[config.mk]
export PLATFORM = sky130hd
export DESIGN_NAME = parity_frame_tx_flat
export DESIGN_NICKNAME = d
export VERILOG_FILES = /design/src/rtl/parity_frame_tx_if.sv /design/src/rtl/parity_frame_tx.sv /design/src/flat_wrapper.sv
export SDC_FILE = /design/constraint.sdc
export NUM_CORES = 1
export LEC_CHECK = 0
export ABC_AREA = 1
export CAP_MARGIN = 20
export CORE_MARGIN = 2
export CORE_UTILIZATION = 61
export CTS_BUF_LIST = sky130_fd_sc_hd__clkbuf_8
export DETAILED_ROUTE_END_ITERATION = 10
export PLACE_DENSITY = 0.9
export SKIP_CTS_REPAIR_TIMING = 1
export SYNTH_ARGS = -nofsm -noshare
export SYNTH_HDL_FRONTEND = slang
export SYNTH_SLANG_ARGS = --single-unit
[constraint.sdc]
create_clock -name clk -period 1.85 [get_ports clk]
set_clock_uncertainty 0.05 [all_clocks]
set_input_delay 0.185 -clock clk [delete_from_list [all_inputs] [get_ports clk]]
set_output_delay 0.185 -clock clk [all_outputs]
set_load 0.005 [all_outputs]
[src/rtl/parity_frame_tx_if.sv]
// Handshake and serial-line bundle for parity_frame_tx.
// The master offers words and watches the line; the slave is the transmitter.
interface parity_frame_tx_if;
  logic       in_valid;
  logic       in_ready;
  logic [3:0] in_data;
  logic       tx_out;
  logic       tx_busy;
  logic       frame_done;

  modport master (output in_valid, in_data,
                  input  in_ready, tx_out, tx_busy, frame_done);
  modport slave  (input  in_valid, in_data,
                  output in_ready, tx_out, tx_busy, frame_done);
endinterface

[src/rtl/parity_frame_tx.sv]
// 4-bit payload serializer: start, d0..d3 LSB first, parity, stop.
// A 2-entry FIFO in front allows gapless back-to-back frames.
module parity_frame_tx #(
  parameter int CLKS_PER_BIT = 4,
  parameter int PARITY_ODD   = 0
) (
  input logic              clk,
  input logic              rst_n,
  parity_frame_tx_if.slave bus
);
  typedef enum logic [2:0] {IDLE, START, DATA, PARITY, STOP} state_t;

  localparam logic [7:0] LAST     = 8'(CLKS_PER_BIT - 1);
  localparam logic [7:0] PRE_LAST = 8'(CLKS_PER_BIT - 2);

  state_t          state;
  logic [7:0]      cnt;
  logic [1:0]      bit_idx;
  logic [3:0]      shreg;
  logic            par_q;
  logic [1:0][3:0] mem;
  logic            wr_ptr, rd_ptr;
  logic [1:0]      count, count_nxt;
  logic            in_ready_q, tx_q, done_q;
  logic            push, pop, bit_end, head_par;
  logic [3:0]      head;

  assign bit_end  = (cnt == LAST);
  assign head     = mem[rd_ptr];
  assign head_par = (^head) ^ (PARITY_ODD != 0);
  assign push     = bus.in_valid && in_ready_q;
  // Pops happen only on frame-launch edges: out of IDLE or at the end of STOP.
  assign pop      = (count != 2'd0) && ((state == IDLE) || (state == STOP && bit_end));

  always_comb begin
    count_nxt = count;
    if (push && !pop)      count_nxt = count + 2'd1;
    else if (pop && !push) count_nxt = count - 2'd1;
  end

  always_ff @(posedge clk or negedge rst_n) begin
    if (!rst_n) begin
      mem        <= '0;
      wr_ptr     <= 1'b0;
      rd_ptr     <= 1'b0;
      count      <= 2'd0;
      in_ready_q <= 1'b0;
    end else begin
      if (push) begin
        mem[wr_ptr] <= bus.in_data;
        wr_ptr      <= ~wr_ptr;
      end
      if (pop) rd_ptr <= ~rd_ptr;
      count      <= count_nxt;
      // Registered from next occupancy so in_valid never reaches in_ready combinationally.
      in_ready_q <= (count_nxt < 2'd2);
    end
  end

  always_ff @(posedge clk or negedge rst_n) begin
    if (!rst_n) begin
      state   <= IDLE;
      cnt     <= 8'd0;
      bit_idx <= 2'd0;
      shreg   <= 4'd0;
      par_q   <= 1'b0;
      tx_q    <= 1'b1;
      done_q  <= 1'b0;
    end else begin
      // Set one edge early so the pulse lines up with the last STOP cycle.
      done_q <= (state == STOP) && (cnt == PRE_LAST);
      cnt    <= bit_end ? 8'd0 : cnt + 8'd1;
      case (state)
        IDLE: begin
          cnt <= 8'd0;
          if (pop) begin
            state <= START;
            tx_q  <= 1'b0;
            shreg <= head;
            par_q <= head_par;
          end
        end
        START: if (bit_end) begin
          state   <= DATA;
          bit_idx <= 2'd0;
          tx_q    <= shreg[0];
        end
        DATA: if (bit_end) begin
          if (bit_idx == 2'd3) begin
            state <= PARITY;
            tx_q  <= par_q;
          end else begin
            bit_idx <= bit_idx + 2'd1;
            shreg   <= shreg >> 1;
            tx_q    <= shreg[1];
          end
        end
        PARITY: if (bit_end) begin
          state <= STOP;
          tx_q  <= 1'b1;
        end
        STOP: if (bit_end) begin
          if (pop) begin
            state <= START;
            tx_q  <= 1'b0;
            shreg <= head;
            par_q <= head_par;
          end else begin
            state <= IDLE;
            tx_q  <= 1'b1;
          end
        end
        default: begin
          state <= IDLE;
          tx_q  <= 1'b1;
        end
      endcase
    end
  end

  assign bus.in_ready   = in_ready_q;
  assign bus.tx_out     = tx_q;
  assign bus.frame_done = done_q;
  assign bus.tx_busy    = (state != IDLE);
endmodule

[src/flat_wrapper.sv]
// flat-port wrapper written by rule: the top's interface ports become plain ports
module parity_frame_tx_flat 
#(
  parameter int CLKS_PER_BIT = 4,
  parameter int PARITY_ODD   = 0
)
  (clk, rst_n, bus_in_valid, bus_in_data, bus_in_ready, bus_tx_out, bus_tx_busy, bus_frame_done);
  parity_frame_tx_if bus_i ();
  input logic clk;
  input logic rst_n;
  input wire logic [$bits(bus_i.in_valid)-1:0] bus_in_valid;
  input wire logic [$bits(bus_i.in_data)-1:0] bus_in_data;
  output wire logic [$bits(bus_i.in_ready)-1:0] bus_in_ready;
  output wire logic [$bits(bus_i.tx_out)-1:0] bus_tx_out;
  output wire logic [$bits(bus_i.tx_busy)-1:0] bus_tx_busy;
  output wire logic [$bits(bus_i.frame_done)-1:0] bus_frame_done;
  assign bus_i.in_valid = bus_in_valid;
  assign bus_i.in_data = bus_in_data;
  assign bus_in_ready = bus_i.in_ready;
  assign bus_tx_out = bus_i.tx_out;
  assign bus_tx_busy = bus_i.tx_busy;
  assign bus_frame_done = bus_i.frame_done;
  parity_frame_tx #(.CLKS_PER_BIT(CLKS_PER_BIT), .PARITY_ODD(PARITY_ODD)) u_core (.clk(clk), .rst_n(rst_n), .bus(bus_i));
endmodule
* Word-level counts from Yosys, hierarchy flattened
Index checks and enable logic that the tools add are counted. W data, S select, Z words.
Storage, ports and cells: flip-flop bits (word level) 33, bits of input ports 7, output and inout bits 4, word-level logic and storage cells 96
Operators by class: $add $sub $neg 4, $lt $le $gt $ge 4, equality and inequality tests 14, multiplexer cells 37, bitwise logic cells 2, reductions and logical operators 22
Operators with widths (count):
- $mux W4 | 7
- $mux W3 | 6
- $eq A8 B2 Y1 const B | 2
- $mux W8 | 2
- $pmux W3 S5 | 1
- $ne A2 B1 Y1 const B | 6
- $pmux W4 S3 | 1
- $mux W1 | 10
- $mux W2 | 5
- $add A8 B1 Y8 const B | 1
- $bwmux W8 | 1
- $reduce_and A4 Y1 | 2
- $logic_and A1 B1 Y1 | 7
- $eq A3 B2 Y1 const B | 2
- $reduce_and A6 Y1 | 1
- $reduce_bool A2 Y1 | 3
- $reduce_bool A3 Y1 | 2
- $pmux W1 S5 | 1
- $reduce_and A5 Y1 | 1
- $add A2 B1 Y2 const B | 2
- $demux W4 S1 | 1
- $lt A1 B2 Y1 const B | 2
- $pmux W2 S2 | 1
- $reduce_xor A4 Y1 | 1
- other kinds (13) | 15

* Depth between registers and ports, before layout
depth after elaboration 8, mapped depth 11, mapped depth without buffers 11

* Worst setup path after synthesis
Ideal clock, no wire load.
path kind reg2reg, from reg u_core.cnt[0], to reg u_core.in_ready_q, in the netlist u_core.bus.in_ready, setup time 124 ps, arrival time 1519 ps, data required time 1676 ps, setup slack 157 ps, cell stages (with the launch flop) 9, path buffers 0, clock period less this slack 1693 ps, path through dfrtp_1 -> ha_1 -> nand2_4 -> o21ai_4 -> nand2_4 -> ha_1 -> nor3b_1 -> a21oi_1 -> o31a_1
Between the ends: word-level cells in the longest chain between the ends 8, elaborated cells between the ends (all ways) 10, classes of those cells order compare (1); eq/ne (1); mux (2); reduce/logical (6)
RTL lines:
- from (decl) | line parity_frame_tx.sv:17 | logic [7:0] cnt;
- from (signal assigned) | line parity_frame_tx.sv:72 | cnt <= bit_end ? 8'd0 : cnt + 8'd1;
- $eq A8 B2 Y1 (*) | line parity_frame_tx.sv:28 | assign bit_end = (cnt == LAST);
- $logic_and A1 B1 Y1 (*) | line parity_frame_tx.sv:33 | assign pop = (count != 2'd0) && ((state == IDLE) || (state == STOP && bit_end));
- $logic_or A1 B1 Y1 (*) | line parity_frame_tx.sv:33
- $logic_and A1 B1 Y1 (*) | line parity_frame_tx.sv:33
- $logic_and A1 B1 Y1 / $logic_not A1 Y1 (equally long branches) | line parity_frame_tx.sv:38, parity_frame_tx.sv:37
- $mux W2 / $logic_and A1 B1 Y1 (equally long branches) | line parity_frame_tx.sv:38, parity_frame_tx.sv:37
- $mux W2 (*) | line parity_frame_tx.sv:37 | if (push && !pop) count_nxt = count + 2'd1;
- $lt A2 B2 Y1 (*) | line parity_frame_tx.sv:56 | in_ready_q <= (count_nxt < 2'd2);
- to (signal assigned) | line parity_frame_tx.sv:56
- to (decl) | line parity_frame_tx.sv:24 | logic in_ready_q, tx_q, done_q;
Mark *: on every way between the ends. The rest lies on a longest branch, timed or not. A chain may end at the register's enable or synchronous reset.

* Worst setup path after layout
from reg u_core.state[0], to out bus_tx_busy
Between the ends: word-level cells in the longest chain between the ends 1
RTL lines:
- from (decl) | line parity_frame_tx.sv:16 | state_t state;
- from (signal assigned) | line parity_frame_tx.sv:62 | state <= IDLE;
- from (signal assigned) | line parity_frame_tx.sv:77 | state <= START;
- from (signal assigned) | line parity_frame_tx.sv:84 | state <= DATA;
- $reduce_bool A3 Y1 | line parity_frame_tx.sv:124 | assign bus.tx_busy = (state != IDLE);
- to (decl) | line flat_wrapper.sv:15 | output wire logic [$bits(bus_i.tx_busy)-1:0] bus_tx_busy;
Every way passes these cells.

==> impl_metrics.py <==
metrics = {
    "worst_setup_path": {
        "endpoint_kind": "output pin",
        "crit_path_max_fanout": 5,
        "timing_worst_setup_path_type": "register to output pin",
        "crit_arrival_ps": 1520,
        "crit_required_ps": 1620,
        "worst_setup_path_start_kind": "register",
    },
    "clocking": {
        "clock_latency_ps": 290,
        "root_buffer": "clkbuf_8",
        "clk_path_buf_depth": 2,
        "htreeDepth": 2,
        "clock-sinks": 33,
        "clkTransAtPathRegs_ps": 60,
        "cts_buffers": 5,
        "cts_tree": "built",
    },
    "placed_design": {
        "dp_hpwl_um": 2411,
        "numPlacedInstances": 262,
        "preCtsSetupSlack_ps": 72.46,
        "io_buffers": 10,
        "gp_congestion": 0.8135,
    },
    "timing": {
        "post-route-period-util": 0.9494,
        "slew-limit-headroom": 0.7332,
        "setup_violations": 0,
        "setup_ws_ps": 93.68,
        "tightestPinTransition_ps": 400.2,
        "final.setup.tns_ps": 0,
        "finalHoldViolCount": 0,
        "holdWs_ps": 234.4,
        "fin_crit_ps": 1756,
        "finalMaxSlewViolations": 0,
        "clock.fmax_mhz": 569.4,
    },
    "pwr": {
        "ir_drop_uv": 1039,
        "p_leak_nw": 1.075,
        "p_per_area_mw_per_mm2": 1773,
    },
    "synthesis": {
        "synth_compound_area_frac": 0.1074,
        "synth-simple-area-share": 0.3176,
        "synth.distinct_cells": 31,
        "syn_inst": 221,
        "synth_top_family_by_area": "simple AND/OR/NAND/NOR gates",
        "synth_fa_ha_area_frac": 0.04054,
        "synth-seq-cells": 33,
        "postSynthAreaPerCell_um2": 8.379,
        "synth-xor-area-share": 0.01419,
        "syn_area_mm2": 0.001852,
        "async_flop_share": 1.000,
        "synth_edf_count": 0,
        "synth_fp_nets": 234,
        "muxShareOfSynthArea": 0,
        "ys_dominant_reg_cell": "dfrtp_1",
        "ys_seq_area_frac": 0.4466,
        "ys_warn_count": 0,
    },
    "route": {
        "wl_um": 3185,
        "num_vias": 1411,
        "drt_iter0_drc": 41,
        "wl_per_cell_um": 11.75,
        "first_pass_iters": 4,
        "drc_errors": 0,
        "final_antenna_net_count": 0,
        "vias_per_cell": 5.207,
    },
    "layout": {
        "drive_gt1_frac": 0.1708,
        "instances_no_fill": 271,
        "diodes": 0,
        "multi_input_area_um2": 905.9,
        "final_common_cell": "nand2_1",
        "seq_area_um2": 827.0,
        "syn_to_final_growth_pct": 13.45,
        "postLayoutCoreUtil": 0.7426,
        "num-fill-cells": 188,
        "nets": 252,
        "final_cell_mix": "nand2_1, dfrtp_1, inv_1",
    },
    "grt": {
        "grt_pass1_vias": 1337,
        "grt_max_degree": 34,
        "grt_pass1_wl_um": 5706,
        "antenna_found_initial": 0,
        "grt.total_usage": 0.2222,
        "grt-ovfl-total": 0,
    },
    "die": {
        "dieArea_mm2": 0.003492,
        "io_pins": 11,
        "die_width_um": 59.10,
        "die_y_um": 59.10,
        "core_area_mm2": 0.002829,
        "start_util": 0.6546,
        "rows": 19,
    },
    "job": {
        "max-cap-violations": 0,
    },
    "worst_hold_path": {
        "hold_class": "input pin to asynchronous set/reset pin",
    },
    "status": {
        "status": "complete, no violations",
    },
}
==> report_power, final <==
group	internal [mW]	switching, mW
sequential	1.01	0.244
combinational	0.757	1.20
clock	0.255	0.260
total	2.02	1.70
==> cell type report <==
type,count,share of cell area
clock buffers,5,0.03276
flip-flops and latches,33,0.3937
inverters,31,0.05896
multi-input cells,155,0.4312
well taps,31,0.01846
repair buffers,13,0.05837
clock inverters,3,0.006552
==> registers in the layout, indices dropped and copies added (netlist names), 2 cells and up, named ones only <==
register        flops
u_core.mem          8
u_core.bit_idx      2
u_core.state        3
u_core.cnt          8
u_core.shreg        4
==> synth_stat cells, types with 2 or more instances <==
cell type	n	area, um^2
nand2_1	65	244.0
dfrtp_1	32	800.8
inv_1	26	97.59
o21ai_0	19	95.09
nor2_1	12	45.04
nand2_4	7	78.83
nand3_1	7	35.03
ha_1	6	75.07
o21ai_1	6	30.03
a21oi_1	5	25.02
nor2_4	5	56.30
nand4_1	4	25.02
inv_2	3	11.26
nand2_2	3	18.77
inv_4	2	12.51
nor2_2	2	12.51
o21ai_4	2	32.53
xnor2_1	2	17.52
==> final timing paths <==
| kind | startpoint | to | slack [ps] | cells past startpoint |
|---|---|---|---|---|
| max in group asynchronous | rst_n | u_core.bus.tx_out$_DFFE_PN1P_ | 1190 | 2 |
| max reg2reg | u_core.cnt[0]$_DFF_PN0_ | u_core.bus.in_ready$_DFF_PN0_ | 120 | 9 |
| min in group clk | u_core.cnt[7]$_DFF_PN0_ | u_core.cnt[7]$_DFF_PN0_ | 410 | 1 |
| max | u_core.state[0]$_DFFE_PN0P_ | bus_tx_busy | 90 | 3 |
| min | rst_n | asynchronous set/reset pin | 230 | 2 |
| min reg2reg | u_core.cnt[7]$_DFF_PN0_ | u_core.cnt[7]$_DFF_PN0_ | 410 | 1 |
==> critical path: stages (launching register included) <==
cell and delay [ps]:
dfrtp_1 450, nor2_4 220, nand2_4 100, clkdlybuf4s50_1 460
==> cells by family after synthesis <==
kind of cell               after synthesis
and+or+nand+nor                        112
xor gates and xnor gates                 3
AOI/OAI and AO/OA                       34
buffers and inverters                   33
DFF                                     33
adders and majority gates                6
==> metal layers <==
metal	GRT usage	part of all wire	wire length (um)
met5	0	0	0
met2	0.3365	0.48	1516
met3	0.05895	0.039	124
met4	0.1136	0.021	68
met1	0.2939	0.46	1477
==> stage by stage <==
step                total power [mW]  area (um^2)
floorplan                      2.766         1852
global placement               3.076         1991
detailed placement             3.169         1991
CTS                            3.694         2073
global route                   4.062         2101
finish                         3.725         2101
No activity file was read; power rests on OpenSTA's default activity.
